File: config.mk
export PLATFORM = sky130hd
export DESIGN_NAME = bf_fetch_unit_flat
export DESIGN_NICKNAME = d
export VERILOG_FILES = /design/src/rtl/bf_fetch_unit_if.sv /design/src/rtl/bf_fetch_unit.sv /design/src/flat_wrapper.sv
export SDC_FILE = /design/constraint.sdc
export NUM_CORES = 1
export LEC_CHECK = 0
export BUFFER_PORTS_ARGS = -buffer_cell sky130_fd_sc_hd__buf_2
export CELL_PAD_IN_SITES_DETAIL_PLACEMENT = 1
export CELL_PAD_IN_SITES_GLOBAL_PLACEMENT = 1
export CORE_MARGIN = 2
export CORE_UTILIZATION = 42
export DETAILED_ROUTE_END_ITERATION = 12
export GPL_ROUTABILITY_DRIVEN = 0
export HOLD_SLACK_MARGIN = 0.06
export PLACE_DENSITY = 0.87
export SETUP_SLACK_MARGIN = 0.05
export SYNTH_ARGS = -nofsm -noshare
export SYNTH_HDL_FRONTEND = slang
export SYNTH_SLANG_ARGS = --single-unit
File: constraint.sdc
create_clock -name clk -period 2.8 [get_ports clk]
set_input_delay 0.28 -clock clk [delete_from_list [all_inputs] [get_ports clk]]
set_output_delay 0.28 -clock clk [all_outputs]
set_load 0.1 [all_outputs]
File: src/rtl/bf_fetch_unit_if.sv
// Program-ROM read port and opcode valid/ready handshake between the fetch unit and the core.
// master = fetch unit side, slave = ROM/core side.
interface bf_fetch_unit_if #(
   parameter int ADDR_W = 4
);
   logic [ADDR_W-1:0] rom_addr;
   logic [7:0]        rom_data;
   logic              op_valid;
   logic              op_ready;
   logic [2:0]        op_code;
   logic              cell_zero;

   modport master (
      output rom_addr, op_valid, op_code,
      input  rom_data, op_ready, cell_zero
   );

   modport slave (
      input  rom_addr, op_valid, op_code,
      output rom_data, op_ready, cell_zero
   );
endinterface

File: src/rtl/bf_fetch_unit.sv
// Brainfuck fetch/decode unit with ROM-scanning bracket resolution.
// Optional macro BF_FETCH_COMMENT_SKIP_EN: skip non-command bytes instead of flagging an error.
module bf_fetch_unit #(
   parameter int ADDR_W  = 4,
   parameter int DEPTH_W = 4
) (
   input  logic              clk,
   input  logic              reset,
   bf_fetch_unit_if.master   bus,
   output logic [ADDR_W-1:0] pc,
   output logic              halted,
   output logic              error
);

   typedef enum logic [3:0] {
      ST_FETCH        = 4'd0,
      ST_EVAL         = 4'd1,
      ST_ISSUE        = 4'd2,
      ST_SCAN_F_FETCH = 4'd3,
      ST_SCAN_F_EVAL  = 4'd4,
      ST_SCAN_B_FETCH = 4'd5,
      ST_SCAN_B_EVAL  = 4'd6,
      ST_HALT         = 4'd7,
      ST_ERROR        = 4'd8
   } state_t;

   localparam logic [2:0]         OP_OPEN    = 3'd6;
   localparam logic [2:0]         OP_CLOSE   = 3'd7;
   localparam logic [7:0]         CH_OPEN    = 8'h5B;
   localparam logic [7:0]         CH_CLOSE   = 8'h5D;
   localparam logic [7:0]         CH_END     = 8'h00;
   localparam logic [ADDR_W-1:0]  PC_ZERO    = {ADDR_W{1'b0}};
   localparam logic [ADDR_W-1:0]  PC_ONE     = {{(ADDR_W-1){1'b0}}, 1'b1};
   localparam logic [ADDR_W-1:0]  PC_MAX     = {ADDR_W{1'b1}};
   localparam logic [DEPTH_W-1:0] DEPTH_ZERO = {DEPTH_W{1'b0}};
   localparam logic [DEPTH_W-1:0] DEPTH_ONE  = {{(DEPTH_W-1){1'b0}}, 1'b1};
   localparam logic [DEPTH_W-1:0] DEPTH_MAX  = {DEPTH_W{1'b1}};

   // Returns {is_command, opcode}.
   function automatic logic [3:0] decode_cmd(input logic [7:0] b);
      logic [3:0] r;
      case (b)
         8'h2B:   r = 4'b1_000;
         8'h2D:   r = 4'b1_001;
         8'h3E:   r = 4'b1_010;
         8'h3C:   r = 4'b1_011;
         8'h2E:   r = 4'b1_100;
         8'h2C:   r = 4'b1_101;
         8'h5B:   r = 4'b1_110;
         8'h5D:   r = 4'b1_111;
         default: r = 4'b0_000;
      endcase
      return r;
   endfunction

   state_t             state_r, state_s;
   logic [ADDR_W-1:0]  pc_r, pc_s, pc_inc_s, pc_dec_s;
   logic [DEPTH_W-1:0] depth_r, depth_s;
   logic [2:0]         op_code_r, op_code_s;
   logic [3:0]         dec_s;
   logic               pc_last_s, pc_first_s, depth_zero_s, depth_full_s;
   logic               op_valid_s, halted_s, error_s;

   assign dec_s        = decode_cmd(bus.rom_data);
   assign pc_inc_s     = pc_r + PC_ONE;
   assign pc_dec_s     = pc_r - PC_ONE;
   assign pc_last_s    = (pc_r == PC_MAX);
   assign pc_first_s   = (pc_r == PC_ZERO);
   assign depth_zero_s = (depth_r == DEPTH_ZERO);
   assign depth_full_s = (depth_r == DEPTH_MAX);

   // State and datapath registers.
   always_ff @(posedge clk or posedge reset) begin
      if (reset) begin
         state_r   <= ST_FETCH;
         pc_r      <= PC_ZERO;
         depth_r   <= DEPTH_ZERO;
         op_code_r <= 3'd0;
      end else begin
         state_r   <= state_s;
         pc_r      <= pc_s;
         depth_r   <= depth_s;
         op_code_r <= op_code_s;
      end
   end

   // Next-state and datapath update logic.
   always_comb begin
      state_s   = state_r;
      pc_s      = pc_r;
      depth_s   = depth_r;
      op_code_s = op_code_r;
      case (state_r)
         ST_FETCH:        state_s = ST_EVAL;
         ST_SCAN_F_FETCH: state_s = ST_SCAN_F_EVAL;
         ST_SCAN_B_FETCH: state_s = ST_SCAN_B_EVAL;
         ST_EVAL: begin
            if (dec_s[3]) begin
               op_code_s = dec_s[2:0];
               state_s   = ST_ISSUE;
            end else if (bus.rom_data == CH_END) begin
               state_s = ST_HALT;
            end else begin
`ifdef BF_FETCH_COMMENT_SKIP_EN
               if (pc_last_s) begin
                  state_s = ST_HALT;
               end else begin
                  pc_s    = pc_inc_s;
                  state_s = ST_FETCH;
               end
`else
               state_s = ST_ERROR;
`endif
            end
         end
         ST_ISSUE: begin
            if (!bus.op_ready) begin
               state_s = ST_ISSUE;
            end else if ((op_code_r == OP_OPEN) && bus.cell_zero) begin
               depth_s = DEPTH_ZERO;
               if (pc_last_s) begin
                  state_s = ST_ERROR;
               end else begin
                  pc_s    = pc_inc_s;
                  state_s = ST_SCAN_F_FETCH;
               end
            end else if ((op_code_r == OP_CLOSE) && !bus.cell_zero) begin
               depth_s = DEPTH_ZERO;
               if (pc_first_s) begin
                  state_s = ST_ERROR;
               end else begin
                  pc_s    = pc_dec_s;
                  state_s = ST_SCAN_B_FETCH;
               end
            end else if (pc_last_s) begin
               state_s = ST_HALT;
            end else begin
               pc_s    = pc_inc_s;
               state_s = ST_FETCH;
            end
         end
         ST_SCAN_F_EVAL: begin
            if (bus.rom_data == CH_END) begin
               state_s = ST_ERROR;
            end else if ((bus.rom_data == CH_CLOSE) && depth_zero_s) begin
               // Match found: execution resumes just past the closing bracket.
               if (pc_last_s) begin
                  state_s = ST_HALT;
               end else begin
                  pc_s    = pc_inc_s;
                  state_s = ST_FETCH;
               end
            end else if (((bus.rom_data == CH_OPEN) && depth_full_s) || pc_last_s) begin
               state_s = ST_ERROR;
            end else begin
               pc_s    = pc_inc_s;
               state_s = ST_SCAN_F_FETCH;
               if (bus.rom_data == CH_OPEN) begin
                  depth_s = depth_r + DEPTH_ONE;
               end else if (bus.rom_data == CH_CLOSE) begin
                  depth_s = depth_r - DEPTH_ONE;
               end else begin
                  depth_s = depth_r;
               end
            end
         end
         ST_SCAN_B_EVAL: begin
            if ((bus.rom_data == CH_OPEN) && depth_zero_s) begin
               // Resume at the first command inside the loop body.
               if (pc_last_s) begin
                  state_s = ST_HALT;
               end else begin
                  pc_s    = pc_inc_s;
                  state_s = ST_FETCH;
               end
            end else if (((bus.rom_data == CH_CLOSE) && depth_full_s) || pc_first_s) begin
               state_s = ST_ERROR;
            end else begin
               pc_s    = pc_dec_s;
               state_s = ST_SCAN_B_FETCH;
               if (bus.rom_data == CH_CLOSE) begin
                  depth_s = depth_r + DEPTH_ONE;
               end else if (bus.rom_data == CH_OPEN) begin
                  depth_s = depth_r - DEPTH_ONE;
               end else begin
                  depth_s = depth_r;
               end
            end
         end
         ST_HALT:  state_s = ST_HALT;
         ST_ERROR: state_s = ST_ERROR;
         default:  state_s = ST_ERROR;
      endcase
   end

   // Output decode, driven straight from the state register.
   always_comb begin
      op_valid_s = 1'b0;
      halted_s   = 1'b0;
      error_s    = 1'b0;
      case (state_r)
         ST_ISSUE: op_valid_s = 1'b1;
         ST_HALT:  halted_s   = 1'b1;
         ST_ERROR: error_s    = 1'b1;
         default: begin
            op_valid_s = 1'b0;
            halted_s   = 1'b0;
            error_s    = 1'b0;
         end
      endcase
   end

   assign bus.rom_addr = pc_r;
   assign bus.op_valid = op_valid_s;
   assign bus.op_code  = op_code_r;
   assign pc           = pc_r;
   assign halted       = halted_s;
   assign error        = error_s;

endmodule

File: src/flat_wrapper.sv
// flat-port wrapper written by rule: the top's interface ports become plain ports
module bf_fetch_unit_flat 
#(
   parameter int ADDR_W  = 4,
   parameter int DEPTH_W = 4
)
  (clk, reset, pc, halted, error, bus_rom_addr, bus_op_valid, bus_op_code, bus_rom_data, bus_op_ready, bus_cell_zero);
  bf_fetch_unit_if #(.ADDR_W(ADDR_W)) bus_i ();
  input  logic clk;
  input  logic reset;
  output logic [ADDR_W-1:0] pc;
  output logic halted;
  output logic error;
  output wire logic [$bits(bus_i.rom_addr)-1:0] bus_rom_addr;
  output wire logic [$bits(bus_i.op_valid)-1:0] bus_op_valid;
  output wire logic [$bits(bus_i.op_code)-1:0] bus_op_code;
  input wire logic [$bits(bus_i.rom_data)-1:0] bus_rom_data;
  input wire logic [$bits(bus_i.op_ready)-1:0] bus_op_ready;
  input wire logic [$bits(bus_i.cell_zero)-1:0] bus_cell_zero;
  assign bus_rom_addr = bus_i.rom_addr;
  assign bus_op_valid = bus_i.op_valid;
  assign bus_op_code = bus_i.op_code;
  assign bus_i.rom_data = bus_rom_data;
  assign bus_i.op_ready = bus_op_ready;
  assign bus_i.cell_zero = bus_cell_zero;
  bf_fetch_unit #(.ADDR_W(ADDR_W), .DEPTH_W(DEPTH_W)) u_core (.clk(clk), .reset(reset), .bus(bus_i), .pc(pc), .halted(halted), .error(error));
endmodule
* Word level (Yosys, flattened, before mapping)
Cells that the tools add are included.
** Operators by class
- $add $sub $neg :: 4
- Equality and inequality tests :: 32
- Muxes and demuxes :: 42
- Reduce and logical (&&, ||, !) cells :: 17
** Operator list (number)
- $mux 4 :: 34
- $pmux 4 s8 :: 2
- $eq 8x6->1 const B :: 6
- $pmux 4 s3 :: 2
- $eq 4x3->1 const B :: 4
- $eq 8x7->1 const B :: 2
- $eq 4x4->1 const B :: 3
- $logic_not 4->1 :: 3
- $ne 2x2->1 const B :: 6
- $reduce_and 10->1 :: 1
- $ne 3x1->1 const B :: 3
- $add 4x1->4 const B :: 2
- $eq 4x2->1 const B :: 2
- $logic_not 8->1 :: 1
- $sub 4x1->4 const B :: 2
- $eq 3x3->1 const B :: 2
- $logic_and 1x1->1 :: 6
- $ne 3x2->1 const B :: 2
- $reduce_and 6->1 :: 1
- $eq 4x1->1 const B :: 1
- $ne 4x4->1 const B :: 1
- $mux 1 :: 3
- $mux 3 :: 1
- $reduce_bool 3->1 :: 1
- 3 further kinds :: 4
** Word-level totals
- Register bits :: 15
- Input port bits :: 12
- Word-level logic and storage cells :: 99

* Longest topological paths before layout
- Depth after elaboration :: 7
- Mapped depth :: 8
- Mapped depth without buffers :: 8

* Worst setup path after synthesis
OpenSTA, ideal clock, no wires.
- Path kind :: register -> output
- Start point :: register u_core.state_r[1]
- End point :: output port error
- Arrival :: 3.686 ns
- Required time :: 2.520 ns
- Setup slack :: -1.166 ns
- Stages on the path, launching flop included :: 3
- Path through :: dfrtp_1 -> buf_2 -> nor4b_1
** Between the ends
- Cells in the longest elaborated chain, start to end :: 2
** RTL lines
- start: declaration :: RTL line bf_fetch_unit.sv:56 : state_t state_r, state_s;
- start signal: assignment :: RTL line bf_fetch_unit.sv:80 : state_r <= state_s;
- $eq 4x4->1 :: RTL line bf_fetch_unit.sv:201 : case (state_r)
- $mux 1 :: RTL line bf_fetch_unit.sv:201
- end: declaration :: RTL line flat_wrapper.sv:13 : output logic error;
Every way passes these cells.

* Worst setup path after layout
- Start point :: register u_core.depth_r[0]
- End point :: register u_core.pc_r[3] (netlist: u_core.bus.rom_addr[3])
** Between the ends
- Cells in the longest elaborated chain, start to end :: 5
- Elaborated cells on any way between the ends :: 15
- Classes of those cells :: 3 x eq/ne; 4 x mux; 8 x reduce/logical
** RTL lines
- start: declaration :: RTL line bf_fetch_unit.sv:58 : logic [DEPTH_W-1:0] depth_r, depth_s;
- start signal: assignment :: RTL line bf_fetch_unit.sv:82 : depth_r <= depth_s;
- $eq 4x4->1 / $logic_not 4->1 (equally long branches) :: RTL line bf_fetch_unit.sv:70, bf_fetch_unit.sv:69
- $logic_and 1x1->1 (on tied branches) :: RTL line bf_fetch_unit.sv:176, bf_fetch_unit.sv:145, bf_fetch_unit.sv:153
- $logic_or 1x1->1, or another cell as far along :: RTL line bf_fetch_unit.sv:176 : end else if (((bus.rom_data == CH_CLOSE) && depth_full_s) || pc_first_s) begin
- $ne 3x2->1 (no source line) / $mux 4 (equally long branches)
- $reduce_and 6->1 (no source line) / $pmux 4 s3 (equally long branches)
- end signal: assignment :: RTL line bf_fetch_unit.sv:81 : pc_r <= pc_s;
- end: declaration :: RTL line bf_fetch_unit.sv:57 : logic [ADDR_W-1:0] pc_r, pc_s, pc_inc_s, pc_dec_s;
Several ways; a longest one is shown, not always the timed one. The select of a mux whose other input is x is not followed.
A chain may end at the register's enable or synchronous reset.

==> metrics.md <==
| Metric | Value |
|---|---|
| Pleak | `about 0.76 nW` |
| Post-route cell area | `~1700 um2` |
| Largest family of logic cells by synthesized area | `simple AND/OR/NAND/NOR gates` |
| FMAX | `roughly 400 MHz` |
| Actual slew at the worst max-slew pin | `~640 ps` |
| IO Pins | `26` |
| Max Cap Violations | `0` |
| FF+latch count, synth | `15` |
| Final ANT Viol Nets | `0` |
| Post-route minimum period | `2500 ps` |
| Most used routing layer | `met2` |
| Site row count | `22` |
| Status | `finished, final reports clean` |
| Setup crit end kind | `flop` |
| Syn Std Cell Area | `1560 um2` |
| Synth top area cells | `dfrtp_1, nand3_1, ha_1` |
| Worst slew margin | `around 57%` |
| Avg Synthesized Cell Area | `8.14 um2` |
| Yosys Warn Count | `0` |
| TritonRoute pass-1 iters | `4` |
| Die W | `65 um` |
| Peak VDD IR | `599 uV` |
| Register area share after synthesis | `24.0%` |
| Startpoint types | `flop` |
| Max Slew Vio Count | `0` |
| Met3 Resource Use GR | `about 2.6%` |
| Critical Path RT | `slightly below 3000 ps` |
| Clock tree sinks | `15` |
| First DRT Iteration DRCs | `101` |
| Initial antenna violation count | `0` |
| Post-synthesis simple-gate area fraction | `34.3%` |
| Clock slew at reported path FFs | `70 ps` |
| Endpoints failing setup | `0` |
| Synth Area in XOR/XNOR | `under 10%` |
| CP Class | `flop to flop` |
| Fraction of the mapped netlist area in adder cells | `4.00%` |
| Yosys top cell area share | `between 20% and 30%` |
| Final count of hold timing violations | `0` |
| Htree depth | `1` |
| Asr flop ratio synth | `100%` |
| Synth Area in Compound Gates | `22.9%` |
| WL final | `between 4 and 5 mm` |
| Data arrival, critical path | `~2700 ps` |
| Syn nets | `209` |
| CTS tree | `yes` |
| Initial Util | `a little over two fifths` |
| First-pass GRT wire length | `7.70 mm` |
| Setup ws final | `299 ps` |
| CTS Buf Count | `3` |
| Post-synth EDFFs | `0` |
| Post-synth cell types | `55` |
| Layout cells sized above 1 | `21.4%` |
| RSZ-0062 raised after global routing | `false` |
| Hold_buf cts | `0` |
| Multiplexer share of the synthesized area | `around 4%` |
| Syn Inst Count | `192` |
| Die height | `65 um` |
| Crit-path max FO | `7` |
| Clock skew | `1.73 ps` |
| Vias in the first global route | `1,514` |
| Post-CTS Setup Inserts | `0` |
| Net count, final | `228` |
| Synth top cells by count | `dfrtp_1, nand3_1, nand2_1, a21oi_1` |
| Routed vias | `approximately 1,600` |
| Placed cell count | `about 250` |
| Cell Pwr Density | `roughly 900 nW/um2` |
| Pre-CTS WS | `between 400 and 500 ps` |
| CTS root buf | `clkbuf_8` |
| Post-CTS resize count | `0` |
| Area growth, synth to finish | `11.6%` |
| Clk buf depth | `2` |
| Post-Layout Cell Count | `258` |
| DR DRC count | `0` |
| HPWL Detailed | `between 3 and 4 mm` |
| Worst skew pair latency | `260 ps` |
| Final period util | `roughly nine tenths` |
| Post-synth top flop | `dfrtp_1` |
| Die ar. | `4230 um2` |
| Top-count cell post-synth | `dfrtp_1` |
| Global routing met1 resource utilization | `32.1%` |
| Hold Crit Class | `input port to asynchronous set/reset pin` |
| # port buffers | `25` |
| Reg-to-reg slack, setup | `300 ps` |
| Core footprint | `3610 um2` |
| GRT Total Usage | `23.4%` |
| Setup TNS | `0 ps` |
| Gr ovfl total | `0` |
| Cell taking the most area after synthesis | `dfrtp_1` |
| Hold_ws | `92.4 ps` |
| WL per Instance | `17.9 um` |
| Placed cell areas | `1700 um2` |
| Via density | `about 6.3` |
| Largest net degree at the start of global routing | `16` |
| Diodes inserted | `0` |
| Grt met2 use | `between 30% and 40%` |
-- critical path, cell delays in order (launching register included) --
cell     delay (ps)
dfrtp_1         430
inv_1           120
ha_1            170
nor3b_2         390
nand3_1         310
nand4_1         210
nor4b_4         390
o21ai_1         120
a22o_1          250
-- path summary, 6_finish.rpt --
| path | startpoint | end | depth (start not counted) |
|---|---|---|---|
| max reg2reg | u_core.depth_r[0] | u_core.bus.rom_addr[3] | 8 |
| min in group clk | bus_op_ready | u_core.state_r[3] | 3 |
| min | reset | u_core.depth_r[3] | 2 |
| min reg2reg | u_core.depth_r[1] | u_core.depth_r[1] | 2 |
| max in group asynchronous | reset | u_core.bus.rom_addr[1] | 2 |
| max | u_core.depth_r[0] | u_core.bus.rom_addr[3] | 8 |
-- cells in the final DEF (no fill, tap or decap), types with 3 or more instances in the layout --
| cell | count |
|---|---|
| buf_2 | 25 |
| nand3_1 | 14 |
| nand2_1 | 13 |
| dfrtp_1 | 13 |
| a21oi_1 | 11 |
| nor2_1 | 10 |
| inv_1 | 10 |
| o21ai_0 | 8 |
| nor3_1 | 7 |
| nand4_1 | 6 |
| o21ai_1 | 5 |
| ha_1 | 5 |
| nand4b_1 | 4 |
| o31ai_1 | 4 |
| a31oi_1 | 4 |
| mux2i_1 | 4 |
| and3_1 | 3 |
| and4b_1 | 3 |
| nand2b_1 | 3 |
| xnor2_1 | 3 |
| xor2_1 | 3 |
| clkbuf_8 | 3 |
-- metrics by stage --
step / power, mW / util (%)
floorplan: 1.23 / -
global placement: 1.35 / 47.1
detailed placement: 1.38 / 47.1
CTS: 1.57 / 48.4
global route: 1.66 / 48.4
finish: 1.58 / 48.4
-- power by group --
group | total [mW] | internal, mW | switching [mW]
sequential | 0.396 | 0.284 | 0.112
combinational | 0.988 | 0.243 | 0.745
clock | 0.192 | 0.0990 | 0.0933
total | 1.58 | 0.626 | 0.951
-- state kept, by name (all words and copies together) (netlist names) --
name and flops:
u_core.bus.rom_addr 4, u_core.depth_r 4, u_core.state_r 4, u_core.bus.op_code 3
-- final cells by class --
type,count,area (um2)
well taps,48,60.1
clock inverters,1,5.00
inverters,11,41.3
fillers,453,1860
clock buffers,3,41.3
flip-flops and latches,15,378
multi-input cells,153,1080
repair buffers,27,140
-- kinds of logic (layout without fill, tap and decap cells) --
group                      Yosys count  count (layout)
DFF                                 15              15
AOI/OAI and AO/OA                   51              51
buffers and inverters               24              42
and+or+nand+nor                     85              85
muxes                                6               6
xor gates and xnor gates             6               6
adders and majority gates            5               5
-- metal layers --
metal	wire length, um	share of wire (%)	vias up
li1	-	-	765
met1	2090	45	811
met2	2230	48	49
met3	236	5.1	8
met4	63	1.4	0
met5	0	0	-
Power figures use the tool's default switching activity.
